<file path="src/rtl/dfp_mul_sched_pkg.sv">
// DFPPkg: shared types and constants for the DFP multiplier scheduler.
//   DFP128    - packed 128-bit decimal floating-point operand.
//   DFP128UD  - unpacked decimal result: class flags, sign, exponent and a
//               34-digit BCD significand.
//   state_e   - scheduler FSM states.
//   DFP128UD_QNAN - canonical quiet NaN that the watchdog reports.
package DFPPkg;

    localparam int unsigned DFP128_W     = 128;
    localparam int unsigned DFP_EXP_W    = 14;
    localparam int unsigned DFP_SIG_W    = 136;

    typedef logic [DFP128_W-1:0] DFP128;

    typedef struct packed {
        logic                 nan;
        logic                 qnan;
        logic                 snan;
        logic                 inf;
        logic                 sign;
        logic [DFP_EXP_W-1:0] exp;
        logic [DFP_SIG_W-1:0] sig;
    } DFP128UD;

    localparam int unsigned DFP128UD_W = $bits(DFP128UD);

    localparam DFP128UD DFP128UD_QNAN = '{
        nan:  1'b1,
        qnan: 1'b1,
        snan: 1'b0,
        inf:  1'b0,
        sign: 1'b0,
        exp:  '1,
        sig:  '0
    };

    typedef enum logic [1:0] {
        IDLE,
        LOAD,
        WAIT,
        RESP
    } state_e;

endpackage

</file>
<file path="src/rtl/dfp_mul_sched_rr.sv">
// dfp_rr_arb: combinational round-robin picker.
//   req_i - request vector
//   ptr_i - index of the last winner; the search starts at ptr_i+1 and wraps
//   gnt_o - one-hot winner (all zero when no request)
//   idx_o - binary index of the winner
//   any_o - at least one request present
module dfp_rr_arb #(
    parameter int unsigned NREQ = 4
) (
    input  logic [NREQ-1:0]         req_i,
    input  logic [$clog2(NREQ)-1:0] ptr_i,
    output logic [NREQ-1:0]         gnt_o,
    output logic [$clog2(NREQ)-1:0] idx_o,
    output logic                    any_o
);

    localparam int unsigned IW = $clog2(NREQ);

    always_comb begin
        int unsigned    c;
        logic [IW-1:0]  ci;
        logic           found;
        gnt_o = '0;
        idx_o = '0;
        found = 1'b0;
        c     = 0;
        ci    = '0;
        // Offsets 1..NREQ visit every requester once, ending on the last winner.
        for (int unsigned k = 1; k <= NREQ; k++) begin
            c  = (32'(ptr_i) + k) % NREQ;
            ci = IW'(c);
            if (!found && req_i[ci]) begin
                found     = 1'b1;
                gnt_o[ci] = 1'b1;
                idx_o     = ci;
            end
        end
        any_o = found;
    end

endmodule

</file>
<file path="src/rtl/dfp_mul_sched.sv">
// dfp_mul_sched: shares one DFP128 multiplier among NREQ requesters.
// Round-robin grant, one operation outstanding, result held until the
// consumer handshakes.
//   clk, rst        - clock, synchronous active-high reset
//   req/req_a/req_b - per-requester request and operands (flattened)
//   gnt             - one-hot accept pulse (combinational, in IDLE)
//   mul_*           - multiplier control/data: ce, ld pulse, operands,
//                     result and completion level
//   o/o_valid/o_tag/o_ready - result channel with requester index
//   busy, timeout   - status
// Optional feature: define DFPMS_TIMEOUT_EN to enable the WAIT watchdog
// (TMO cycles); without it, timeout is tied low and WAIT never expires.
module dfp_mul_sched
    import DFPPkg::*;
#(
    parameter int unsigned NREQ     = 4,
    parameter int unsigned MIN_WAIT = 4,
    parameter int unsigned TMO      = 255
) (
    input  logic                     clk,
    input  logic                     rst,
    input  logic [NREQ-1:0]          req,
    input  logic [NREQ*DFP128_W-1:0] req_a,
    input  logic [NREQ*DFP128_W-1:0] req_b,
    output logic [NREQ-1:0]          gnt,
    output logic                     mul_ce,
    output logic                     mul_ld,
    output logic [DFP128_W-1:0]      mul_a,
    output logic [DFP128_W-1:0]      mul_b,
    input  logic [DFP128UD_W-1:0]    mul_o,
    input  logic                     mul_done,
    output logic [DFP128UD_W-1:0]    o,
    output logic                     o_valid,
    output logic [$clog2(NREQ)-1:0]  o_tag,
    input  logic                     o_ready,
    output logic                     busy,
    output logic                     timeout
);

    localparam int unsigned IW   = $clog2(NREQ);
    localparam int unsigned CMAX = (TMO > MIN_WAIT) ? TMO : MIN_WAIT;
    localparam int unsigned CW   = $clog2(CMAX + 1) + 1;

    state_e                 state_q, state_d;
    logic [IW-1:0]          ptr_q, ptr_d;
    DFP128                  a_q, a_d;
    DFP128                  b_q, b_d;
    logic [IW-1:0]          tag_q, tag_d;
    logic [DFP128UD_W-1:0]  res_q, res_d;
    logic                   vld_q, vld_d;
    logic [CW-1:0]          cnt_q, cnt_d;

    DFP128                  opa [NREQ];
    DFP128                  opb [NREQ];
    logic [NREQ-1:0]        arb_gnt;
    logic [IW-1:0]          arb_idx;
    logic                   arb_any;
    logic                   done_ok;
    logic                   wd_hit;

    always_comb begin
        for (int unsigned i = 0; i < NREQ; i++) begin
            opa[i] = req_a[i*DFP128_W +: DFP128_W];
            opb[i] = req_b[i*DFP128_W +: DFP128_W];
        end
    end

    dfp_rr_arb #(
        .NREQ (NREQ)
    ) u_arb (
        .req_i (req),
        .ptr_i (ptr_q),
        .gnt_o (arb_gnt),
        .idx_o (arb_idx),
        .any_o (arb_any)
    );

    // Early done levels may be left over from a previous operation.
    assign done_ok = mul_done && (cnt_q >= CW'(MIN_WAIT));

`ifdef DFPMS_TIMEOUT_EN
    logic tmo_q, tmo_d;

    // cnt_q == TMO-1 marks the TMO-th WAIT cycle.
    assign wd_hit  = !done_ok && (cnt_q == CW'(TMO - 1));
    assign tmo_d   = tmo_q | ((state_q == WAIT) && wd_hit);
    assign timeout = tmo_q;

    always_ff @(posedge clk) begin
        if (rst) tmo_q <= 1'b0;
        else     tmo_q <= tmo_d;
    end
`else
    assign wd_hit  = 1'b0;
    assign timeout = 1'b0;
`endif

    always_comb begin
        state_d = state_q;
        ptr_d   = ptr_q;
        a_d     = a_q;
        b_d     = b_q;
        tag_d   = tag_q;
        res_d   = res_q;
        vld_d   = vld_q;
        cnt_d   = cnt_q;
        gnt     = '0;
        mul_ld  = 1'b0;
        mul_ce  = 1'b0;
        busy    = (state_q != IDLE);

        unique case (state_q)
            IDLE: begin
                if (arb_any) begin
                    gnt     = arb_gnt;
                    ptr_d   = arb_idx;
                    tag_d   = arb_idx;
                    a_d     = opa[arb_idx];
                    b_d     = opb[arb_idx];
                    state_d = LOAD;
                end
            end
            LOAD: begin
                mul_ld  = 1'b1;
                mul_ce  = 1'b1;
                cnt_d   = '0;
                state_d = WAIT;
            end
            WAIT: begin
                mul_ce = 1'b1;
                if (cnt_q != '1) cnt_d = cnt_q + 1'b1;
                if (done_ok) begin
                    res_d   = mul_o;
                    vld_d   = 1'b1;
                    state_d = RESP;
                end else if (wd_hit) begin
                    res_d   = DFP128UD_QNAN;
                    vld_d   = 1'b1;
                    state_d = RESP;
                end
            end
            RESP: begin
                if (o_ready) begin
                    vld_d   = 1'b0;
                    state_d = IDLE;
                end
            end
            default: state_d = IDLE;
        endcase

        // Reset wins over a same-cycle request: no requester may see an
        // accept that the registers are about to discard.
        if (rst) begin
            gnt    = '0;
            mul_ld = 1'b0;
            mul_ce = 1'b0;
            busy   = 1'b0;
        end
    end

    always_ff @(posedge clk) begin
        if (rst) begin
            state_q <= IDLE;
            ptr_q   <= IW'(NREQ - 1);
            a_q     <= '0;
            b_q     <= '0;
            tag_q   <= '0;
            res_q   <= '0;
            vld_q   <= 1'b0;
            cnt_q   <= '0;
        end else begin
            state_q <= state_d;
            ptr_q   <= ptr_d;
            a_q     <= a_d;
            b_q     <= b_d;
            tag_q   <= tag_d;
            res_q   <= res_d;
            vld_q   <= vld_d;
            cnt_q   <= cnt_d;
        end
    end

    assign mul_a   = a_q;
    assign mul_b   = b_q;
    assign o       = res_q;
    assign o_valid = vld_q;
    assign o_tag   = tag_q;

endmodule

</file>
<file path="config.mk">
export PLATFORM = sky130hd
export DESIGN_NAME = dfp_mul_sched
export DESIGN_NICKNAME = d
export VERILOG_FILES = /design/src/rtl/dfp_mul_sched_pkg.sv /design/src/rtl/dfp_mul_sched_rr.sv /design/src/rtl/dfp_mul_sched.sv
export SDC_FILE = /design/constraint.sdc
export NUM_CORES = 1
export LEC_CHECK = 0
export CAP_MARGIN = 40
export CORE_AREA = 2 2 622 624
export CTS_BUF_LIST = sky130_fd_sc_hd__clkbuf_8
export CTS_CLUSTER_DIAMETER = 40
export DETAILED_ROUTE_END_ITERATION = 8
export DIE_AREA = 0 0 624 626
export GPL_TIMING_DRIVEN = 0
export PLACE_DENSITY = 0.3
export SLEW_MARGIN = 20
export SYNTH_ARGS = -nofsm -noshare
export SYNTH_HDL_FRONTEND = slang
export SYNTH_SLANG_ARGS = --single-unit
</file>
<file path="constraint.sdc">
create_clock -name clk -period 7.9 [get_ports clk]
set_input_delay 1.58 -clock clk [delete_from_list [all_inputs] [get_ports clk]]
set_output_delay 1.58 -clock clk [all_outputs]
set_load 0.1 [all_outputs]
</file>
==> run metrics <==
Final setup viols 0; Overall Global Routing Usage 0.169; critical path class flip-flop to output port; CTS tree yes; I/O Buffers 1,607; Crit path arrival time 5.69 ns; commonest non-fill, non-tap cell in the layout clkdlybuf4s50_1; Antenna Nets Post-Route 0; XOR/XNOR share of the synthesized area 0.000289; Area Growth Syn to Fin 114%; initial antenna violation count 141; Most used DFF post-synth dfxtp_1; most frequent cells in the layout 1,530 x clkdlybuf4s50_1, 576 x nand2_1, 427 x dfxtp_1; Tmin final 7.27 ns; # IOs 1,609; Min-Delay Path Class flip-flop to flip-flop; crit end category output port; Clock Skew 0.0848 ns; initial DRC count 3,134; unrepaired setup endpoints after global routing no; first-pass GRT wire length roughly 440,000 µm; DRC errors left 0; die area 391,000 µm²; CTS root buffer clkbuf_8; TritonCTS Buffers 137; Startpoint Class flip-flop; Clock Sinks around 430; clock-pin slew on the worst setup and hold paths 0.05 ns; post-synth net total around 5,000; crit path max fanout 32; Post-Layout Cell Count 11,200; FF+latch count, synth between 400 and 500; core area 384,000 µm²; met2 Usage GRT 0.332; Final Hold Violating Endpoints 0; Layout Utilization 0.169; Slew Limit Headroom 0.423; DR vias 42,300; vias in the first global route about 43,000; Leakage about 23 nW; largest family of logic cells by synthesized area compound AO/OA/AOI/OAI gates; share of layout cells above drive strength 1 0.183; CTS Hold Bufs 0; fin nets 7,139; compound-gate portion of the synthesized area 0.327; Longest Clk Path Bufs 4; yosys warns 0; mux contribution to synthesized area 0.0901; drt wl/cell between 30 and 40 µm; Seq/Total Area, Yosys 0.282; Worst VDD drop between 0.2 and 0.25 mV; Placer Congestion roughly 0.91; ranking of synthesized cells by area dfxtp_1 28%, o221ai_2 12%, mux2i_1 8.6%, o221ai_1 7.9%, nand2_1 7.1%; DP HPWL 303,000 µm; worst-margin pin slew 0.842 ns; H-tree levels 4; postcts setup bufs 0; Die Width 624 µm; Gate Count Post-Synth about 3,800; outcome finished clean; Post-Route WL 346,000 µm; Synth Cell Area 30,300 µm²; FP Rows 228; grt met1 use 0.175; Via density 3.78; number of max-cap violations 0; Synth area leader dfxtp_1; Post-synth ARST share 0; f_max 138 MHz; Mean Syn Cell Area 7.96 µm²; met3 GRT Util 0.0311; Simple-Gate Fraction of Synth Area 0.189; post-synth cell types 50; post-synthesis adder-cell area fraction 0.00620; number of synthesized flops with an enable pin 0; die height 626 µm; pwr dens between 300 and 400 nW/µm²; Slew Limit Fails 0; worst path required time between 6 and 7 ns; Skew-Pair Late Insertion Delay approximately 0.91 ns; gr busiest metal met2; grt ovf 0; placed cell count approximately 11,000; starting density of the core 0.0788; period utilization 0.920; drt pass-1 iters 6; post-synth top area share 0.282; largest net degree at the start of global routing 33
routing by layer:
| metal | share of wire | up-vias | routed length (µm) |
|---|---|---|---|
| met1 | 0.35 | 21100 | 122000 |
| met3 | 0.057 | 476 | 19700 |
| met4 | 0.038 | 34 | 13300 |
| met5 | 0.00062 | - | 213 |
| met2 | 0.55 | 2066 | 191000 |
| li1 | - | 18700 | - |
synthesized netlist by cell type (2+ instances only):
cell,instances
a22oi_1,7
or3b_2,4
or2_2,2
a211oi_1,2
o221ai_2,240
inv_1,264
dfxtp_1,427
nand3b_1,256
o21ai_0,259
ha_1,15
buf_2,64
buf_1,21
mux4_2,4
buf_4,22
mux2_2,4
o22ai_1,2
nor3_1,260
a221oi_1,5
a21oi_1,159
a31oi_1,256
a211oi_2,2
nor2b_1,7
clkbuf_1,313
nor2_1,31
nand2b_1,5
buf_6,33
nand3_1,7
nand2_1,576
clkbuf_4,9
o221ai_1,272
mux2i_1,259
power breakdown:
group          internal [W]  leakage [nW]  switching (W)
combinational       0.00633          17.9         0.0123
clock               0.00216          1.56        0.00153
sequential          0.00266          3.50       0.000332
total                0.0111          23.0         0.0141
state kept, by name (all words and copies together), names as in the netlist:
signal,flops
cnt_q,9
mul_a,128
mul_b,128
o,155
o_tag,2
o_valid,1
ptr_q,2
state_q,2
path summary, 6_finish.rpt:
path	to	startpoint	depth (start not counted)	slack [ns]
worst max-delay path	gnt[0]	ptr_q[0]$_SDFFE_PP1P_	14	0.63
worst min-delay path	o[48]$_SDFFE_PP0P_	o[48]$_SDFFE_PP0P_	2	0.45
worst max register to register	mul_b[4]$_SDFFE_PP0P_	ptr_q[0]$_SDFFE_PP1P_	16	2.17
worst min register to register	o[48]$_SDFFE_PP0P_	o[48]$_SDFFE_PP0P_	2	0.45
what timing repair did:
action                                  in CTS  in global routing
endpoints found under the setup margin     246                  0
endpoints found under the hold margin        0                  0
gates resized for setup                      4                  0
per-stage QoR:
stage | hold slack, ns | area [µm²] | setup TNS, ns | setup WS, ns | power, W
final | 0.451 | 64800 | 0 | 0.633 | 0.0253
after global routing | 0.467 | 64700 | 0 | 0.0524 | 0.0265
after CTS | 0.453 | 64600 | 0 | 0.188 | 0.0259
after detailed placement | 0.446 | 61700 | -56.68 | -1.92 | 0.0220
after global placement | 0.444 | 52700 | -636.26 | -4.51 | 0.0197
after floorplan | 0.495 | 30300 | 0 | 1.28 | 0.0129
logic make-up (layout without fill, tap and decap cells):
logic type	after synthesis	count (layout)
AOI/OAI and AO/OA	1213	1213
xor gates and xnor gates	1	1
adders and majority gates	15	15
buffers and inverters	726	2959
DFF	427	427
muxes	267	267
other	1	94
and+or+nand+nor	1156	1156
worst max-delay path, cell delays in order, from the launching register on:
cell	delay, ns
dfxtp_1	0.45
buf_6	0.18
buf_6	0.17
clkbuf_2	0.34
buf_16	0.28
inv_1	0.15
ha_1	0.30
buf_2	0.23
mux4_2	0.58
nor4_2	0.69
or3b_2	0.23
buf_2	0.19
nor2_1	0.11
clkdlybuf4s50_1	0.59
buf_16	0.24
cell type report:
cell class	count	area [µm²]
Timing Repair Buffer	1998	25000
Fill cell	43000	319000
Sequential cell	427	8550
Tap cell	5060	6330
Clock inverter	80	667
Antenna cell	93	233
Buffer	456	2180
Inverter	264	991
Clock buffer	161	2220
Multi-Input combinational cell	2653	18700
Power figures use the tool's default switching activity.
